## config.mk

```make
export PLATFORM = sky130hd
export DESIGN_NAME = counter_sched
export DESIGN_NICKNAME = d
export VERILOG_FILES = /design/src/rtl/counter_sched.sv
export SDC_FILE = /design/constraint.sdc
export NUM_CORES = 1
export LEC_CHECK = 0
export CORE_AREA = 2 2 183 185
export CTS_BUF_LIST = sky130_fd_sc_hd__clkbuf_4 sky130_fd_sc_hd__clkbuf_8 sky130_fd_sc_hd__clkbuf_16
export CTS_CLUSTER_DIAMETER = 200
export DETAILED_ROUTE_END_ITERATION = 10
export DIE_AREA = 0 0 185 187
export PLACE_DENSITY = 0.82
export SYNTH_ARGS = -nofsm -noshare
export SYNTH_HDL_FRONTEND = slang
export SYNTH_SLANG_ARGS = --single-unit
```

## constraint.sdc

```tcl
create_clock -name clk -period 12.2 [get_ports clk]
set_input_delay 1.83 -clock clk [delete_from_list [all_inputs] [get_ports clk]]
set_output_delay 1.83 -clock clk [all_outputs]
set_load 0.01 [all_outputs]
```

## src/rtl/counter_sched.sv

```systemverilog
// counter_sched: round-robin scheduler that serialises INIT / START / READ
// requests from NREQ requesters onto a single counter control interface.
// One operation is in flight at a time; each grant yields exactly one response.
// Optional feature: define COUNTER_SCHED_TIMEOUT_EN to bound the READ wait
// to TIMEOUT cycles (rsp_err=1, rsp_data=0 on expiry).
module counter_sched #(
    parameter int xLen    = 64,
    parameter int NREQ    = 4,
    parameter int TIMEOUT = 16,
    localparam int IDW    = (NREQ > 1) ? $clog2(NREQ) : 1
) (
    input  logic                   clk,
    input  logic                   reset,
    input  logic [NREQ-1:0]        req,
    input  logic [2*NREQ-1:0]      req_op,
    input  logic [xLen*NREQ-1:0]   req_data,
    output logic [NREQ-1:0]        gnt,
    output logic                   rsp_valid,
    output logic [IDW-1:0]         rsp_id,
    output logic [xLen-1:0]        rsp_data,
    output logic                   rsp_err,
    output logic                   ctr_init,
    output logic                   ctr_start,
    output logic                   ctr_return_current_count,
    output logic [xLen-1:0]        ctr_init_val,
    input  logic [xLen-1:0]        ctr_current_count,
    input  logic                   ctr_count_valid
);

    localparam logic [1:0] OP_INIT  = 2'b00;
    localparam logic [1:0] OP_START = 2'b01;
    localparam logic [1:0] OP_READ  = 2'b10;

    // Wait counter covers the fixed INIT/START waits and the READ timeout.
    localparam int CW = $clog2(TIMEOUT + 1) + 2;

    typedef enum logic [1:0] {S_IDLE, S_ISSUE, S_WAIT, S_RESP} state_t;

    state_t             r_state, w_state;
    logic [IDW-1:0]     r_ptr, w_ptr;
    logic               r_running, w_running;
    logic [1:0]         r_op, w_op;
    logic [xLen-1:0]    r_data, w_data;
    logic [IDW-1:0]     r_id, w_id;
    logic               r_err, w_err;
    logic [xLen-1:0]    r_cap, w_cap;
    logic [CW-1:0]      r_cnt, w_cnt;
    logic               r_cv_q;

    logic [NREQ-1:0]    r_gnt, w_gnt;
    logic               r_rsp_valid, w_rsp_valid;
    logic [IDW-1:0]     r_rsp_id, w_rsp_id;
    logic [xLen-1:0]    r_rsp_data, w_rsp_data;
    logic               r_rsp_err, w_rsp_err;
    logic               r_ctr_init, w_ctr_init;
    logic               r_ctr_start, w_ctr_start;
    logic               r_ctr_ret, w_ctr_ret;
    logic [xLen-1:0]    r_ctr_init_val, w_ctr_init_val;

    logic               w_found;
    logic [IDW-1:0]     w_gidx;
    logic [IDW:0]       w_sum;
    logic [IDW-1:0]     w_ptr_nx;
    logic               w_rise;

    // Result is taken only on a 0->1 edge of the counter valid.
    assign w_rise = ctr_count_valid & ~r_cv_q;

    // Round-robin pick: scan from r_ptr upward, wrapping at NREQ.
    always_comb begin
        w_found = 1'b0;
        w_gidx  = '0;
        w_sum   = '0;
        for (int i = 0; i < NREQ; i++) begin
            w_sum = {1'b0, r_ptr} + (IDW+1)'(i);
            if (w_sum >= (IDW+1)'(NREQ))
                w_sum = w_sum - (IDW+1)'(NREQ);
            if (!w_found && req[w_sum[IDW-1:0]]) begin
                w_found = 1'b1;
                w_gidx  = w_sum[IDW-1:0];
            end
        end
        w_ptr_nx = (w_gidx == IDW'(NREQ - 1)) ? '0 : w_gidx + IDW'(1);
    end

    // Next-state and next-output logic for the scheduler FSM.
    always_comb begin
        w_state        = r_state;
        w_ptr          = r_ptr;
        w_running      = r_running;
        w_op           = r_op;
        w_data         = r_data;
        w_id           = r_id;
        w_err          = r_err;
        w_cap          = r_cap;
        w_cnt          = r_cnt;
        w_gnt          = '0;
        w_rsp_valid    = 1'b0;
        w_rsp_id       = r_rsp_id;
        w_rsp_data     = r_rsp_data;
        w_rsp_err      = r_rsp_err;
        w_ctr_init     = 1'b0;
        w_ctr_start    = 1'b0;
        w_ctr_ret      = 1'b0;
        w_ctr_init_val = r_ctr_init_val;

        case (r_state)
            S_IDLE: begin
                if (w_found) begin
                    w_gnt   = NREQ'(1) << w_gidx;
                    w_op    = req_op[{w_gidx, 1'b0} +: 2];
                    w_data  = req_data[w_gidx*xLen +: xLen];
                    w_id    = w_gidx;
                    w_ptr   = w_ptr_nx;
                    w_cap   = '0;
                    w_err   = 1'b0;
                    w_state = S_ISSUE;
                end
            end

            S_ISSUE: begin
                w_cnt = '0;
                // Legal ops pulse the counter and wait; everything else errors out.
                if (r_op == OP_INIT && !r_running) begin
                    w_ctr_init     = 1'b1;
                    w_ctr_init_val = r_data;
                    w_state        = S_WAIT;
                end else if (r_op == OP_START && !r_running) begin
                    w_ctr_start = 1'b1;
                    w_state     = S_WAIT;
                end else if (r_op == OP_READ && r_running) begin
                    w_ctr_ret = 1'b1;
                    w_state   = S_WAIT;
                end else begin
                    w_err   = 1'b1;
                    w_state = S_RESP;
                end
            end

            S_WAIT: begin
                w_cnt = r_cnt + CW'(1);
                if (r_op == OP_INIT) begin
                    if (r_cnt == CW'(2))
                        w_state = S_RESP;
                end else if (r_op == OP_START) begin
                    if (r_cnt == CW'(1)) begin
                        w_running = 1'b1;
                        w_state   = S_RESP;
                    end
                end else begin
                    if (w_rise) begin
                        w_cap   = ctr_current_count;
                        w_state = S_RESP;
                    end
`ifdef COUNTER_SCHED_TIMEOUT_EN
                    else if (r_cnt == CW'(TIMEOUT - 1)) begin
                        w_err   = 1'b1;
                        w_cap   = '0;
                        w_state = S_RESP;
                    end
`endif
                end
            end

            S_RESP: begin
                w_rsp_valid = 1'b1;
                w_rsp_id    = r_id;
                w_rsp_data  = r_cap;
                w_rsp_err   = r_err;
                w_state     = S_IDLE;
            end

            default: w_state = S_IDLE;
        endcase
    end

    // State and registered outputs; reset aborts any operation in flight.
    always_ff @(posedge clk or posedge reset) begin
        if (reset) begin
            r_state        <= S_IDLE;
            r_ptr          <= '0;
            r_running      <= 1'b0;
            r_op           <= '0;
            r_data         <= '0;
            r_id           <= '0;
            r_err          <= 1'b0;
            r_cap          <= '0;
            r_cnt          <= '0;
            r_cv_q         <= 1'b0;
            r_gnt          <= '0;
            r_rsp_valid    <= 1'b0;
            r_rsp_id       <= '0;
            r_rsp_data     <= '0;
            r_rsp_err      <= 1'b0;
            r_ctr_init     <= 1'b0;
            r_ctr_start    <= 1'b0;
            r_ctr_ret      <= 1'b0;
            r_ctr_init_val <= '0;
        end else begin
            r_state        <= w_state;
            r_ptr          <= w_ptr;
            r_running      <= w_running;
            r_op           <= w_op;
            r_data         <= w_data;
            r_id           <= w_id;
            r_err          <= w_err;
            r_cap          <= w_cap;
            r_cnt          <= w_cnt;
            r_cv_q         <= ctr_count_valid;
            r_gnt          <= w_gnt;
            r_rsp_valid    <= w_rsp_valid;
            r_rsp_id       <= w_rsp_id;
            r_rsp_data     <= w_rsp_data;
            r_rsp_err      <= w_rsp_err;
            r_ctr_init     <= w_ctr_init;
            r_ctr_start    <= w_ctr_start;
            r_ctr_ret      <= w_ctr_ret;
            r_ctr_init_val <= w_ctr_init_val;
        end
    end

    assign gnt                      = r_gnt;
    assign rsp_valid                = r_rsp_valid;
    assign rsp_id                   = r_rsp_id;
    assign rsp_data                 = r_rsp_data;
    assign rsp_err                  = r_rsp_err;
    assign ctr_init                 = r_ctr_init;
    assign ctr_start                = r_ctr_start;
    assign ctr_return_current_count = r_ctr_ret;
    assign ctr_init_val             = r_ctr_init_val;

endmodule
```

# ---- Yosys cells after proc, flatten, opt, wreduce, memory -nomap -nowiden
# Index checks and enable logic that the tools add are counted.
dict set report op_classes {
  reduce_logical 21
  n_lt_le_gt_ge 8
  bitwise_logic 3
  shift 3
  n_eq_ne 18
  n_addsub 9
  n_mux 54
}
# operator count
set op_table {}
lappend op_table {{$mux 64} 4}
lappend op_table {{$shiftx 256x9->64} 1}
lappend op_table {{$pmux 64 s2} 1}
lappend op_table {{$mux 2} 15}
lappend op_table {{$mux 1} 25}
lappend op_table {{$ne 2x2->1 const B} 7}
lappend op_table {{$pmux 7 s2} 1}
lappend op_table {{$lt 2x3->1 const B} 4}
lappend op_table {{$reduce_and 5->1} 2}
lappend op_table {{$ge 3x3->1 const B} 3}
lappend op_table {{$bmux 1 s2} 4}
lappend op_table {{$eq 2x2->1 const B} 4}
lappend op_table {{$mux 4} 2}
lappend op_table {{$ne 4x4->1 const B} 2}
lappend op_table {{$pmux 2 s4} 1}
lappend op_table {{$reduce_and 4->1} 2}
lappend op_table {{$shiftx 8x4->2} 1}
lappend op_table {{$sub 2x1->2 const B} 4}
lappend op_table {{$add 7x1->7 const B} 1}
lappend op_table {{$eq 7x1->1 const B} 1}
lappend op_table {{$eq 7x2->1 const B} 1}
lappend op_table {{$add 2x2->3 const B} 2}
lappend op_table {{$logic_and 1x1->1} 6}
lappend op_table {{$reduce_bool 2->1} 3}
lappend op_table {{other kinds (12)} 19}
dict set report word_totals {
  ff_bits 285
  elab_cells 135
  input_bits 335
}

# ---- Depth between registers and ports, before layout
# Gate-level depths: netlist of run 1.
dict set report logic_depth {
  word_depth 17
  ltp_mapped 11
  depth_no_buf 7
}

# ---- Worst setup path after synthesis of run 1
# OpenSTA, ideal clock, no wires.
dict set report synth_path {
  kind {input to register}
  start {in req[0]}
  end {reg r_data[10]}
  arrival_time_ps 2931
  setup_slack_ps 9136
  path_stages 7
  cell_sequence {a21oi_1 > a2bb2oi_1 > buf_4 > buf_6 > buf_4 > mux2i_1 > o221ai_2}
}
dict set report synth_between {
  elab_chain_cells 13
  elab_cells_between_ends 24
  classes_between {1 x shift; 16 x mux; 7 x reduce/logical}
}
# element line_no
set synth_lines {}
lappend synth_lines {{start: declaration} 14} ;# input logic [NREQ-1:0] req,
lappend synth_lines {{$bmux 1 s2} 78} ;# if (!w_found && req[w_sum[IDW-1:0]]) begin
lappend synth_lines {{$mux 1 (not written as such)} 78}
lappend synth_lines {{$mux 1} 78}
lappend synth_lines {{$logic_not 1->1} 78}
lappend synth_lines {{$logic_and 1x1->1} 78}
lappend synth_lines {{$mux 1} 78}
lappend synth_lines {{$logic_not 1->1} 78}
lappend synth_lines {{$logic_and 1x1->1} 78}
lappend synth_lines {{$mux 1} 78}
lappend synth_lines {{$logic_not 1->1} 78}
lappend synth_lines {{$logic_and 1x1->1} 78}
lappend synth_lines {{$mux 2 / $mux 1 (equally long branches)} 78}
lappend synth_lines {{$shiftx 256x9->64 / $reduce_and 2->1 (equally long branches)} --}
lappend synth_lines {{end signal: assignment} 204} ;# r_data <= w_data;
lappend synth_lines {{end: declaration} 43} ;# logic [xLen-1:0] r_data, w_data;
# Parallel ways exist; a longest one is shown, timed or not. The select of a mux whose other input is x is not followed.
# A chain may end at the register's enable or synchronous reset.

# ---- Worst setup path in the final report of run 1
dict set report layout_path {
  start {in req[0]}
  end {reg r_data[36]}
}
# Same word-level chain as after synthesis.

==> results of run 1 <==
## per-stage QoR
stage          total power [mW]    util  area, sq um  std cells  hold WS, ns
2_1_floorplan             2.547       -        12810       1045       0.4402
5_1_grt                   4.516  0.5790        19030       1963       0.4888
4_1_cts                   4.306  0.5787        19020       1959       0.4774
3_3_place_gp              3.182  0.5429        17840       1900       0.4551
3_5_place_dp              3.238  0.5429        17840       1900       0.4646
6_report                  4.260  0.5790        19030       1963       0.4725
## sequential cells by signal (all words and copies together) (netlist names), 2 cells and up
name	cells
r_op	2
gnt	4
rsp_data	64
r_state	2
r_ptr	2
r_data	64
r_cap	64
rsp_id	2
r_cnt	7
r_id	2
ctr_init_val	64
## logic make-up (layout without fill, tap and decap cells)
logic type,count (synthesis),after routing,share of synthesized area
simple gates,248,248,0.07872
mux,267,267,0.2215
flops,285,285,0.5567
other cells,0,4,0
fa+ha+maj,10,10,0.009767
buf+inv,82,548,0.03340
xor+xnor,1,1,0.0006838
compound gates,152,152,0.09923
## metal layers
| metal | vias to the layer above | track usage |
|---|---|---|
| met4 | 2 | 0.09860 |
| met5 | - | 0.01429 |
| li1 | 4599 | - |
| met3 | 102 | 0.06172 |
| met1 | 4802 | 0.2527 |
| met2 | 350 | 0.3636 |
## worst max-delay path, cell delays in order
cell and delay (ns):
clkdlybuf4s50_1 0.46, a21oi_1 0.27, a2bb2oi_4 0.46, buf_4 0.80
buf_4 0.97, mux2i_1 0.32, o221ai_1 0.17
## synth_stat cells (all sizes together) (2+ instances only)
cell type and instances:
mux2i 135, inv 8, nand2b 3, and2 3, nand3 2, nor2 9
o21ai 70, o221ai 66, buf 51, nand2 218, nor3 2, nor2b 2
nor4 2, clkbuf 23, mux2 132, dfrtp 285, ha 10, o31ai 4
a21oi 6
## how the worst max path moves through the flow
stage | from | endpoint | slack [ns] | cells past startpoint
final | req[0] | r_data[36] | 7.05 | 7
after floorplan | reset | ctr_init | 2.51 | 1
after detailed placement | req[1] | r_data[36] | 6.62 | 7
after global routing | req[0] | r_data[43] | 6.88 | 7
after CTS | req[0] | r_data[36] | 7.13 | 7
after global placement | req[0] | r_data[23] | 6.76 | 7
## report_power, final
group | total [mW] | leakage, nW | switching [mW] | internal [mW]
logic | 1.74 | 4.04 | 0.864 | 0.874
registers | 1.48 | 3.69 | 0.192 | 1.29
clock network | 1.04 | 0.588 | 0.381 | 0.661
total | 4.26 | 8.32 | 1.44 | 2.82
## final cells by class
| type | count | share of cell area |
|---|---|---|
| sequential | 285 | 0.3748 |
| tap | 448 | 0.02946 |
| multi-input combinational | 678 | 0.2788 |
| timing repair buffer | 481 | 0.2526 |
| antenna | 4 | 0.0005261 |
| clock buffer | 52 | 0.05570 |
| inverter | 8 | 0.001973 |
| clock inverter | 7 | 0.006116 |
==> metrics, run 1 <==
outcome=completed; CP arrival=5.46 ns; I/O Buffers=473; post-synth top area share=0.5567; hpwl dp=26,450 um; WL final=37,880 um; Hold Path Origin=r_cap[32]; vias=9,855; worst r2r src=r_ptr[1]; die height=187 um; clock latency on the worst-skew pair=0.50 ns; Post-Syn Nets=1,390; met3 wire length=2874 um; wire length on met1=14,600 um; Top Metal Used=met5; Tcrit/Tclk final=0.4219; RSZ-0062 raised after global routing=false; CTS buffer count=34; count of distinct cell types in the synthesized netlist=43; Avg Inst Size Synth=12.26 sq um; number of flops mapped to enable cells by yosys=0; crit end category=flop; #FFs+latches synth=285; RR Endpoint=r_data[36]; CTS H-tree depth=2; synth warn=0; Post-Syn Area=12,810 sq um; Initial Util=0.3898; Top Ports=474; post-route antenna net violation count=0; most common cell after layout, fill and taps aside=clkdlybuf4s50_1; total grt overflow=0; dominant cell type by area after synthesis=dfrtp_1; DRC=0; initial DRC count=432; post-route setup TNS=0 ns; Worst Tran Pin Value=1.165 ns; Hold Buf Count CTS=0; P per Cell Area=223.9 nW/um^2; Rel. slew slack=0.2230; FFs w/ async S/R, synth=1.000; maxcap violations=0; Nets=1,833; crit start category=input pin; Final Max Tran Viols=0; Reg2Reg Depth=7; die width=185 um; largest net degree at the start of global routing=169; Std-Cell Core Area=32,860 sq um; met2 routed WL=18,610 um; first-pass GRT wire length=58,310 um; CTS Buffer Depth=3; CP max FO=67; clock slew at reported path FFs=0.06 ns; most frequent cells in the layout=clkdlybuf4s50_1 (473), dfrtp_1 (285), nand2_1 (215), mux2i_1 (135), mux2_2 (132); Min Clock Period, post-route=5.147 ns; Layout Skew=0.01209 ns; Site Rows=67; Hold Path Cell Cnt=2; fill count=2,733; first-pass iteration count of the detailed router=4; number of gates resized after cts=0; Final Hold Fails=0; leakage=8.320 nW; final setup fails=0; endpoint of the worst hold path=r_cap[32]; pre-CTS WS=6.618 ns; Post-Syn Instances=1,045; Worst R2R Setup Slack=8.40 ns; fraction of layout cells with a size suffix above 1=0.1661; CTS tree=yes; Global Route Usage Sum=0.2158; area of the multi-input gates=5304 sq um; worst hold path type=flop to flop; vias per cell=5.020; vias in the first global route=10,500; initial antenna violation count=4; worst setup slack after layout=7.053 ns; maximum clock rate=194.3 MHz; GP Congestion=0.8862; Crit Path Category=input pin to flop; register area=7132 sq um; Post-CTS Setup Bufs=0; DIE AREA=34,600 sq um; Required @ worst endpoint=12.51 ns; Clock Tree Root=clkbuf_16; register area share after synthesis=0.5567; clk sinks=285; wire per inst=19.29 um; VDD IR max=0.2425 mV; Area Growth Syn to Fin=48.52%; most common flop cell mapped by yosys=dfrtp_1; Area contributors post-synth=dfrtp_1 (56%), mux2_2 (12%), mux2i_1 (11%)
No activity file was read; power rests on OpenSTA's default activity.
==> run 2: changes to the inputs <==
==> config.mk (replaced) <==
export PLATFORM = sky130hd
export DESIGN_NAME = counter_sched
export DESIGN_NICKNAME = d
export VERILOG_FILES = /design/src/rtl/counter_sched.sv
export SDC_FILE = /design/constraint.sdc
export NUM_CORES = 1
export LEC_CHECK = 0
export CORE_AREA = 2 2 186 188
export CTS_BUF_LIST = sky130_fd_sc_hd__clkbuf_4 sky130_fd_sc_hd__clkbuf_8 sky130_fd_sc_hd__clkbuf_16
export CTS_CLUSTER_DIAMETER = 200
export DETAILED_ROUTE_END_ITERATION = 10
export DIE_AREA = 0 0 188 190
export PLACE_DENSITY = 0.83
export SYNTH_ARGS = -nofsm -noshare
export SYNTH_HDL_FRONTEND = slang
export SYNTH_SLANG_ARGS = --single-unit
==> constraint.sdc (replaced) <==
create_clock -name clk -period 4.55 [get_ports clk]
set_input_delay 0.6825 -clock clk [delete_from_list [all_inputs] [get_ports clk]]
set_output_delay 0.6825 -clock clk [all_outputs]
set_load 0.01 [all_outputs]
==> run 2 against run 1 <==
Against the previous run:
- total power rose to 2.7 times the previous value
- setup slack got worse by 5.3 ns
- routed wire length decreased by 1.2%
- flip-flop and latch count did not move
- clock power up 150%
- count of clock-buffer cells in the layout decreased by 7
- cell count rose by 0.31%
- utilization decreased by 1.9 points
- clock skew rose by 0.0090 ns
- sequential share of layout area about the same
==> metrics, run 2 (synthesis gave the netlist of run 1 again) <==
Site Rows=68 (+1.5%); vias in the first global route=10,570 (+0.67%); leakage=8.300 nW (-0.24%); Critical-path top delay cell=nor4_1; total grt overflow=0 (unchanged); vias per cell=5.070 (+0.99%); Min Clock Period, post-route=2.769 ns; first-pass iteration count of the detailed router=4 (unchanged); Rel. slew slack=0.2645 (+0.04149); GRT busiest layer=met2; area of the multi-input gates=5304 sq um (unchanged); VDD IR max=0.7258 mV (+200%); post-route setup TNS=0 ns (unchanged); Global Route Usage Sum=0.2045 (-0.01130); Area Growth Syn to Fin=48.33%; Layout Skew=0.02111 ns (+0.009018 ns); final setup fails=0 (unchanged); wire per inst=19.01 um (-1.5%); clk sinks=285 (unchanged); most frequent cells in the layout=clkdlybuf4s50_1 (473), dfrtp_1 (285), nand2_1 (215), mux2i_1 (135), mux2_2 (132); met3 Usage GRT=0.05608 (-0.005643); outcome=completed; Required @ worst endpoint=4.91 ns (-7.60 ns); crit start category=input pin; Final Hold Fails=0 (unchanged); die width=188 um (+1.6%); Design Area, Final=19,000 sq um (-0.13%); CP max FO=33 (-51%); number of gates resized after cts=0 (unchanged); worst hold path type=flop to flop; Util after Layout=0.5597 (-0.01926); vias=9,983 (+1.3%); CP cell instances=clkdlybuf4s50_1 > nor4_1 > nor2b_1 > nand2_4 > buf_4 > o221ai_1; dpl cell area=17,930 sq um (+0.48%); CTS buffer count=30 (-12%); DRC=0 (unchanged); Worst Path Buf+Inv=2 (-1); initial antenna violation count=2 (-2); CP top delay family=simple AND/OR/NAND/NOR gates; clock slew at reported path FFs=0.06 ns (about the same); I/O Buffers=473 (unchanged); Crit Path Category=input pin to flop; Tcrit/Tclk final=0.6086; hpwl dp=27,030 um (+2.2%); maxcap violations=0 (unchanged); Hold Path Origin=r_cap[5]; post-route antenna net violation count=0 (unchanged); Worst Tran Pin Value=1.101 ns (-0.06484 ns); met2 Use GR=0.3491 (-0.01445); crit end category=flop; CTS tree=yes; WL final=37,430 um (-1.2%); worst r2r src=r_state[0]; die height=190 um (+1.6%); met1 Use GR=0.2448 (-0.007896); fill count=2,746 (+0.48%); DIE AREA=35,720 sq um (+3.3%); GP Congestion=0.8202 (-7.4%); first-pass GRT wire length=58,070 um (-0.41%); Post-CTS Setup Bufs=0 (unchanged); crit-path max cell delay=0.60 ns (-0.37 ns); register area=7132 sq um (unchanged); crit path from=req[2]; Nets=1,833 (unchanged); Std-Cell Core Area=33,950 sq um (+3.3%); largest net degree at the start of global routing=141 (-17%); Hold Buf Count CTS=0 (unchanged); CP arrival=3.13 ns (-2.33 ns); Clock Tree Root=clkbuf_16; CTS H-tree depth=1 (-1); P per Cell Area=594.7 nW/um^2 (+170%); maximum clock rate=361.1 MHz; Initial Util=0.3774 (-0.01247); clock latency on the worst-skew pair=0.55 ns (+0.05 ns); most common cell after layout, fill and taps aside=clkdlybuf4s50_1; Top Ports=474 (unchanged); RSZ-0062 raised after global routing=false; fraction of layout cells with a size suffix above 1=0.1667 (+0.0005515); Final Max Tran Viols=0 (unchanged); initial DRC count=413 (-4.4%); CTS Buffer Depth=3 (unchanged)
run 2: final timing paths:
path	end	slack, ns	depth (start not counted)
worst max-delay path	r_data[29]	1.78	6
worst min-delay path	r_cap[5]	0.47	2
worst max register to register	r_data[29]	1.93	5
worst min register to register	r_cap[5]	0.47	2
max in group asynchronous	ctr_init_val[39]	2.96	3
min in group asynchronous	rsp_data[42]	0.48	2
run 2: layout make-up:
type	count	share of cell area
flip-flops and latches	285	0.3753
multi-input cells	678	0.2791
repair buffers	485	0.2572
clock buffers	45	0.04899
well taps	455	0.02996
clock inverters	11	0.007375
inverters	8	0.001778
diodes	2	0.0002634
run 2: stage by stage:
stage | power [mW] | cells | worst slack, ns | hold WS (ns)
after global routing | 11.97 | 1969 | 1.678 | 0.4778
after CTS | 11.41 | 1967 | 1.822 | 0.4583
after floorplan | 6.829 | 1045 | 0.09025 | 0.4402
final | 11.30 | 1969 | 1.781 | 0.4730
after global placement | 8.591 | 1911 | 1.434 | 0.4557
after detailed placement | 8.765 | 1911 | 1.235 | 0.4622
run 2: worst register-to-register path: stages (launching register included):
cell and delay, ns:
dfrtp_1 0.43, inv_1 0.13, ha_1 0.29, nor2b_1 0.52, nand2_4 0.68, o221ai_1 0.46
run 2: routing by layer:
| layer | vias to the layer above | wire length (um) |
|---|---|---|
| met3 | 77 | 2898 |
| met1 | 4890 | 14840 |
| li1 | 4596 | - |
| met5 | - | 0 |
| met2 | 420 | 18160 |
| met4 | 0 | 1521 |
run 2: power by group:
part / internal [mW] / switching [mW]
clock network: 1.58 / 1.00
logic: 2.38 / 2.36
registers: 3.45 / 0.524
total: 7.41 / 3.89
